**config.mk**
```make
export PLATFORM = sky130hd
export DESIGN_NAME = seq_mult_sm
export DESIGN_NICKNAME = d
export VERILOG_FILES = /design/src/rtl/seq_mult_sm_pkg.sv /design/src/rtl/seq_mult_sm_mag_sign_conv.sv /design/src/rtl/seq_mult_sm.sv
export SDC_FILE = /design/constraint.sdc
export NUM_CORES = 1
export LEC_CHECK = 0
export ABC_AREA = 1
export BUFFER_PORTS_ARGS = -buffer_cell sky130_fd_sc_hd__buf_4
export CORE_AREA = 5 5 109 111
export CTS_BUF_LIST = sky130_fd_sc_hd__clkbuf_4 sky130_fd_sc_hd__clkbuf_8
export DETAILED_ROUTE_END_ITERATION = 8
export DIE_AREA = 0 0 114 116
export GPL_ROUTABILITY_DRIVEN = 1
export PLACE_DENSITY_LB_ADDON = 0.2
export SYNTH_ARGS = -nofsm -noshare
export SYNTH_HDL_FRONTEND = slang
export SYNTH_SLANG_ARGS = --single-unit
```
**constraint.sdc**
```tcl
create_clock -name clk -period 4 [get_ports clk]
set_clock_uncertainty 0.2 [all_clocks]
set_input_delay 0.4 -clock clk [delete_from_list [all_inputs] [get_ports clk]]
set_output_delay 0.4 -clock clk [all_outputs]
set_load 0.05 [all_outputs]
```
**src/rtl/seq_mult_sm_pkg.sv**
```systemverilog
// Shared widths, FSM state encoding and the control bundle of the sequential multiplier.
package seq_mult_sm_pkg;

  localparam int DW  = 8;
  localparam int DW2 = 2 * DW;
  localparam int CW  = $clog2(DW);

  typedef logic [DW-1:0]  data_t;
  typedef logic [DW2-1:0] product_t;
  typedef logic [CW:0]    count_t;

  typedef enum logic [1:0] {
    IDLE      = 2'd0,
    INIT      = 2'd1,
    ADD_SHIFT = 2'd2,
    DONE      = 2'd3
  } state_t;

  // Per-cycle decisions of the controller, consumed by the datapath registers.
  typedef struct packed {
    logic   load;
    logic   ready;
    logic   clean;
    logic   done;
    state_t state;
  } ctrl_t;

endpackage

```
**src/rtl/seq_mult_sm_mag_sign_conv.sv**
```systemverilog
// Combinational conditional negate: magnitude of a two's-complement value, or a forced negate.
// Zero latency; no handshake, purely combinational.
module mag_sign_conv #(
  parameter int W = 8
) (
  input  logic [W-1:0] val,
  input  logic         signed_mode,
  input  logic         neg_req,
  output logic [W-1:0] mag,
  output logic         sgn
);

  // Most negative input wraps to 2^(W-1), which is its correct unsigned magnitude.
  always_comb begin
    sgn = (signed_mode & val[W-1]) | neg_req;
    mag = sgn ? ((~val) + W'(1)) : val;
  end

endmodule

```
**src/rtl/seq_mult_sm.sv**
```systemverilog
// Shift-add multiplier, signed or unsigned: done DW+2 cycles after start (fewer with early exit).
// One operation in flight; start is only taken while ready, clean aborts from any state.
module seq_mult_sm #(
  parameter int DW         = 8,
  parameter int EARLY_TERM = 1
) (
  input  logic          clk,
  input  logic          rst,
  input  logic          start,
  input  logic          clean,
  input  logic          signed_mode,
  input  logic [DW-1:0] multiplicand,
  input  logic [DW-1:0] multiplier,
  output logic          ready,
  output logic          done,
  output logic [2*DW-1:0] product,
  output logic          sign
);

  import seq_mult_sm_pkg::*;

  localparam int PW   = 2 * DW;
  localparam int CNTW = $clog2(DW);

  typedef logic [CNTW:0] cnt_t;

  state_t          state;
  ctrl_t           ctrl;

  logic [DW-1:0]   a_q;
  logic [DW-1:0]   b_q;
  logic            smode_q;
  logic [DW-1:0]   mag_a;
  logic [DW-1:0]   mag_b;
  logic            sgn_a;
  logic            sgn_b;

  logic [PW-1:0]   acc;
  logic [PW-1:0]   acc_nxt;
  logic [PW-1:0]   mltnd;
  logic [DW-1:0]   mlter;
  logic [DW-1:0]   mlter_nxt;
  cnt_t            cnt;
  logic            res_sign;
  logic            last_iter;

  logic [PW-1:0]   prod_nxt;
  logic            prod_neg;
  logic            sign_nxt;

  mag_sign_conv #(.W(DW)) u_mag_a (
    .val         (a_q),
    .signed_mode (smode_q),
    .neg_req     (1'b0),
    .mag         (mag_a),
    .sgn         (sgn_a)
  );

  mag_sign_conv #(.W(DW)) u_mag_b (
    .val         (b_q),
    .signed_mode (smode_q),
    .neg_req     (1'b0),
    .mag         (mag_b),
    .sgn         (sgn_b)
  );

  // Final sign application on the accumulator value produced by the last iteration.
  mag_sign_conv #(.W(PW)) u_prod (
    .val         (acc_nxt),
    .signed_mode (1'b0),
    .neg_req     (res_sign),
    .mag         (prod_nxt),
    .sgn         (prod_neg)
  );

  assign sign_nxt = prod_neg & (acc_nxt != '0);

  always_comb begin
    acc_nxt   = mlter[0] ? (acc + mltnd) : acc;
    mlter_nxt = mlter >> 1;
    last_iter = (cnt == cnt_t'(DW - 1)) || ((EARLY_TERM != 0) && (mlter_nxt == '0));

    ctrl       = '0;
    ctrl.state = state;
    ctrl.clean = clean;

    case (state)
      IDLE: begin
        ctrl.ready = 1'b1;
        if (start && !clean) begin
          ctrl.load  = 1'b1;
          ctrl.state = INIT;
        end
      end
      INIT:      ctrl.state = ADD_SHIFT;
      ADD_SHIFT: if (last_iter) ctrl.state = DONE;
      DONE: begin
        ctrl.done  = 1'b1;
        ctrl.state = IDLE;
      end
      default:   ctrl.state = IDLE;
    endcase

    if (clean) ctrl.state = IDLE;
  end

  assign ready = ctrl.ready;
  assign done  = ctrl.done;

  always_ff @(posedge clk or negedge rst) begin
    if (!rst) begin
      state    <= IDLE;
      a_q      <= '0;
      b_q      <= '0;
      smode_q  <= 1'b0;
      acc      <= '0;
      mltnd    <= '0;
      mlter    <= '0;
      cnt      <= '0;
      res_sign <= 1'b0;
      product  <= '0;
      sign     <= 1'b0;
    end else begin
      state <= ctrl.state;
      if (ctrl.clean) begin
        a_q      <= '0;
        b_q      <= '0;
        smode_q  <= 1'b0;
        acc      <= '0;
        mltnd    <= '0;
        mlter    <= '0;
        cnt      <= '0;
        res_sign <= 1'b0;
        product  <= '0;
        sign     <= 1'b0;
      end else begin
        if (ctrl.load) begin
          a_q     <= multiplicand;
          b_q     <= multiplier;
          smode_q <= signed_mode;
        end
        case (state)
          INIT: begin
            acc      <= '0;
            mltnd    <= {{DW{1'b0}}, mag_a};
            mlter    <= mag_b;
            cnt      <= '0;
            res_sign <= sgn_a ^ sgn_b;
          end
          ADD_SHIFT: begin
            acc   <= acc_nxt;
            mltnd <= mltnd << 1;
            mlter <= mlter_nxt;
            cnt   <= cnt + cnt_t'(1);
            // Result is registered on entry to DONE so it is valid while done is high.
            if (last_iter) begin
              product <= prod_nxt;
              sign    <= sign_nxt;
            end
          end
          default: ;
        endcase
      end
    end
  end

endmodule
```
==> implementation parameters <==
Parameter                              Value

Placement
  Count of input and output buffers    39
  Placement-stage worst setup slack    1200 ps
  Routability congestion estimate from global placement    0.886
  Detailed-placement wirelength estimate    9.41 mm

Die
  Die height    116 µm
  Initial standard-cell utilization of the core    48.4%
  I/O pin count    40
  Std cell rows    38
  Die ar.    13,200 µm²
  Floorplan Core Area    10,700 µm²
  Width of the chip    114 µm

Worst setup path
  Internal reg-to-reg setup slack    approximately 1200 ps
  CP Class    reg -> reg
  Kind of capture point of the worst setup path    flip-flop
  Data arrival time at the worst-slack endpoint    2870 ps
  Setup crit start kind    flip-flop
  Largest fanout on the critical path    5
  Required time of the critical path    4060 ps

Synthesis
  Largest area contributor in the synthesized netlist    dfrtp_1
  Syn Inst Count    approximately 730
  Sequential element share of the synthesized area    just under 40%
  Area fraction of the dominant cell type after synthesis    39.2%
  Combined area of all synthesized cells    5180 µm²
  Ys Warns    0
  Synthesized-area fraction occupied by and/or/nand/nor cells    31.0%
  Count of flip-flops with a built-in enable after synthesis    0
  Synth cell types    35
  Fraction of registers with async set or reset after synthesis    100%
  Multiplexer share of the synthesized area    0%
  Most common cell in the netlist    nand2_1
  Share of the synthesized area in compound gates (AO/OA/AOI/OAI)    between 10% and 20%
  Most numerous cell types in the synthesized netlist    nand2_1, inv_1, dfrtp_1
  Post-synthesis net count    771
  Mean Syn Cell Area    7.14 µm²
  Top post-synthesis cells by area    dfrtp_1, nand2_1, nand3_1
  Most instantiated flip-flop cell in the synthesis netlist    dfrtp_1
  Fraction of the mapped netlist area in adder cells    6.19%
  Register bit total from synthesis    between 80 and 90
  Main combinational cell family by area after synthesis    simple AND/OR/NAND/NOR gates
  Xor-xnor portion of the synthesized cell area    roughly 1.9%

Timing
  Total Negative Setup Slacks    0 ps
  Setup repair after global routing missed its margin    no
  Maximum clock frequency    357 MHz
  Portion of the clock cycle consumed by the worst path in the final layout    70.1%
  Final critical-path setup slack    1200 ps
  Hold violation total from the final report    14
  Worst hold slack across all endpoints    -44.8 ps
  Slew Limit Headroom    29.7%
  Max-slew violations    0
  Minimum clock period    2800 ps
  Slew at the pin with the worst max-slew slack    1060 ps
  Final setup violation count    0

Final layout
  Final #Nets    806
  Synthesis-to-finish area growth    11.7%
  Proportion of layout cells with a drive suffix above 1    11.9%
  Post-route core utilization    54.0%
  Number of antenna cells inserted    0
  Filler cell count    1,039

Clocking
  CTS buffer count    9
  Post-CTS Setup Inserts    0
  Worst-path clk slew    90 ps
  Cell at the root of the clock tree    clkbuf_8
  Clk Latency, worst-skew pair    370 ps
  Number of resized instances in the post-cts repair step    0
  Number of H-tree levels    3
  Maximum count of clock buffers along a single path    2
  TritonCTS Sinks    just over 80
  CTS tree    done
  Post-CTS Hold Buffers    0

Global routing
  Total grt overflow    0
  GRT Overall Usage    20.2%
  First-pass GRT wire length    21.6 mm
  Number of global-route vias before repair    4,653
  Maximum number of pins on one net before global-route repair    82
  Initial antenna violation count    0

Detailed routing
  Total number of vias    ~4,700
  Remaining routing DRC violations    0
  Detail-routed net length per standard cell    13.7 µm
  Number of antenna-violating nets in the routed design    0
  DRT iter0 DRCs    ~290
  Detailed-route vias per instance    a little over 5
  Final wirelength    around 12 mm
  Number of iterations in the first detailed-routing pass    4

Run status
  Run status    complete, but fails checks
  Failing checks    negative hold slack

Flow run
  Max cap viols    0

Worst hold path
  Type of the most critical hold path    in -> async

Power
  Combinational Power Share    between 40% and 50%
  Power per Cell Area    505 nW/µm²
  Net load switching power    1.29 mW
  Internal power consumption    1.63 mW
  Power share of the sequential group    between 30% and 40%
  Standby leakage power    3.00 nW
  Switching Share    44.1%
  Clock network fraction of total power    around a fifth
  Worst vdd rail ir drop    0.306 mV
## worst max-delay path, stage by stage (launching register included)
cell	delay [ps]
dfrtp_1	410
ha_1	250
fa_1	450
nand2_1	110
nand2_1	100
nand3_1	100
nand2_1	80
nand2_1	60
nand3_1	60
nand2_1	210
nand3_1	190
nor2_2	170
nand2_1	80
nand2_1	60
nand2_1	60
nand3_1	60
nand2_1	50
## final cells by class
type                    count  area (µm²)  share of cell area [%]
clock buffers              12         159                    2.75
clock inverters             4        26.3                   0.454
inverters                  99         372                    6.43
multi-input cells         526        2700                    46.7
flip-flops and latches     81        2030                    35.1
well taps                 140         175                    3.03
repair buffers             43         323                    5.58
## routing by layer
metal / track usage, % / up-vias / wire [µm] / part of all wire (%)
li1: - / 2440 / - / -
met5: 0 / - / 0 / 0
met4: 6.18 / 0 / 282 / 2.3
met2: 36.9 / 80 / 6220 / 50
met1: 24.0 / 2157 / 5490 / 44
met3: 3.76 / 25 / 381 / 3.1
## worst paths after layout
| check | depth (start not counted) | to | from |
|---|---|---|---|
| worst max-delay path | 16 | product[12] | mltnd[0] |
| worst min-delay path | 1 | mltnd[12] | rst |
| worst max register to register | 16 | product[12] | mltnd[0] |
| worst min register to register | 2 | product[9] | product[9] |
| max in group asynchronous | 1 | acc[3] | rst |
| min in group clk | 2 | cnt[3] | clean |
## registers in the layout, indices dropped and copies added, names as in the netlist
| register | cells |
|---|---|
| a_q | 8 |
| cnt | 4 |
| product | 16 |
| sign | 1 |
| b_q | 8 |
| acc | 16 |
| mlter | 8 |
| state | 2 |
| res_sign | 1 |
| mltnd | 16 |
| smode_q | 1 |
## kinds of logic (layout without fill, tap and decap cells)
family          after synthesis  count (layout)
xor+xnor                     11              11
buf+inv                     118             158
flops                        81              81
simple gates                372             372
compound gates              118             118
fa+ha+maj                    25              25
## power by group through the flow
stage | Sequential [mW] | Clock [mW] | Combinational (mW)
2_1_floorplan | 1.12 | 0 | 0.925
5_1_grt | 1.12 | 0.624 | 1.42
3_5_place_dp | 1.11 | 0 | 1.24
4_1_cts | 1.09 | 0.596 | 1.25
3_3_place_gp | 1.11 | 0 | 1.23
6_report | 1.09 | 0.582 | 1.24
## through the flow
stage	cell area [µm²]	hold WS (ps)	power, mW	instances
floorplan	5180	-95.6	2.05	725
global placement	5600	268	2.33	889
detailed placement	5600	267	2.35	889
CTS	5780	43.3	2.94	905
global route	5780	51.2	3.16	905
finish	5780	-44.8	2.92	905
## cell usage in the layout (no fill, tap or decap), drive strengths merged, types with 2 or more instances in the layout
cell type | Yosys | layout
nand3 | 75 | 75
a22o | 6 | 6
nand2 | 221 | 221
nor2 | 63 | 63
o22ai | 15 | 15
clkbuf | 16 | 12
a21oi | 22 | 22
xor2 | 10 | 10
and2 | 2 | 2
buf | 3 | 43
ha | 24 | 24
clkinv | 2 | 4
a32o | 2 | 2
nand4 | 6 | 6
a31oi | 15 | 15
o211ai | 3 | 3
nor3 | 3 | 3
o21ai | 52 | 52
inv | 97 | 98
dfrtp | 81 | 81
(Power assumes the default switching activity.)
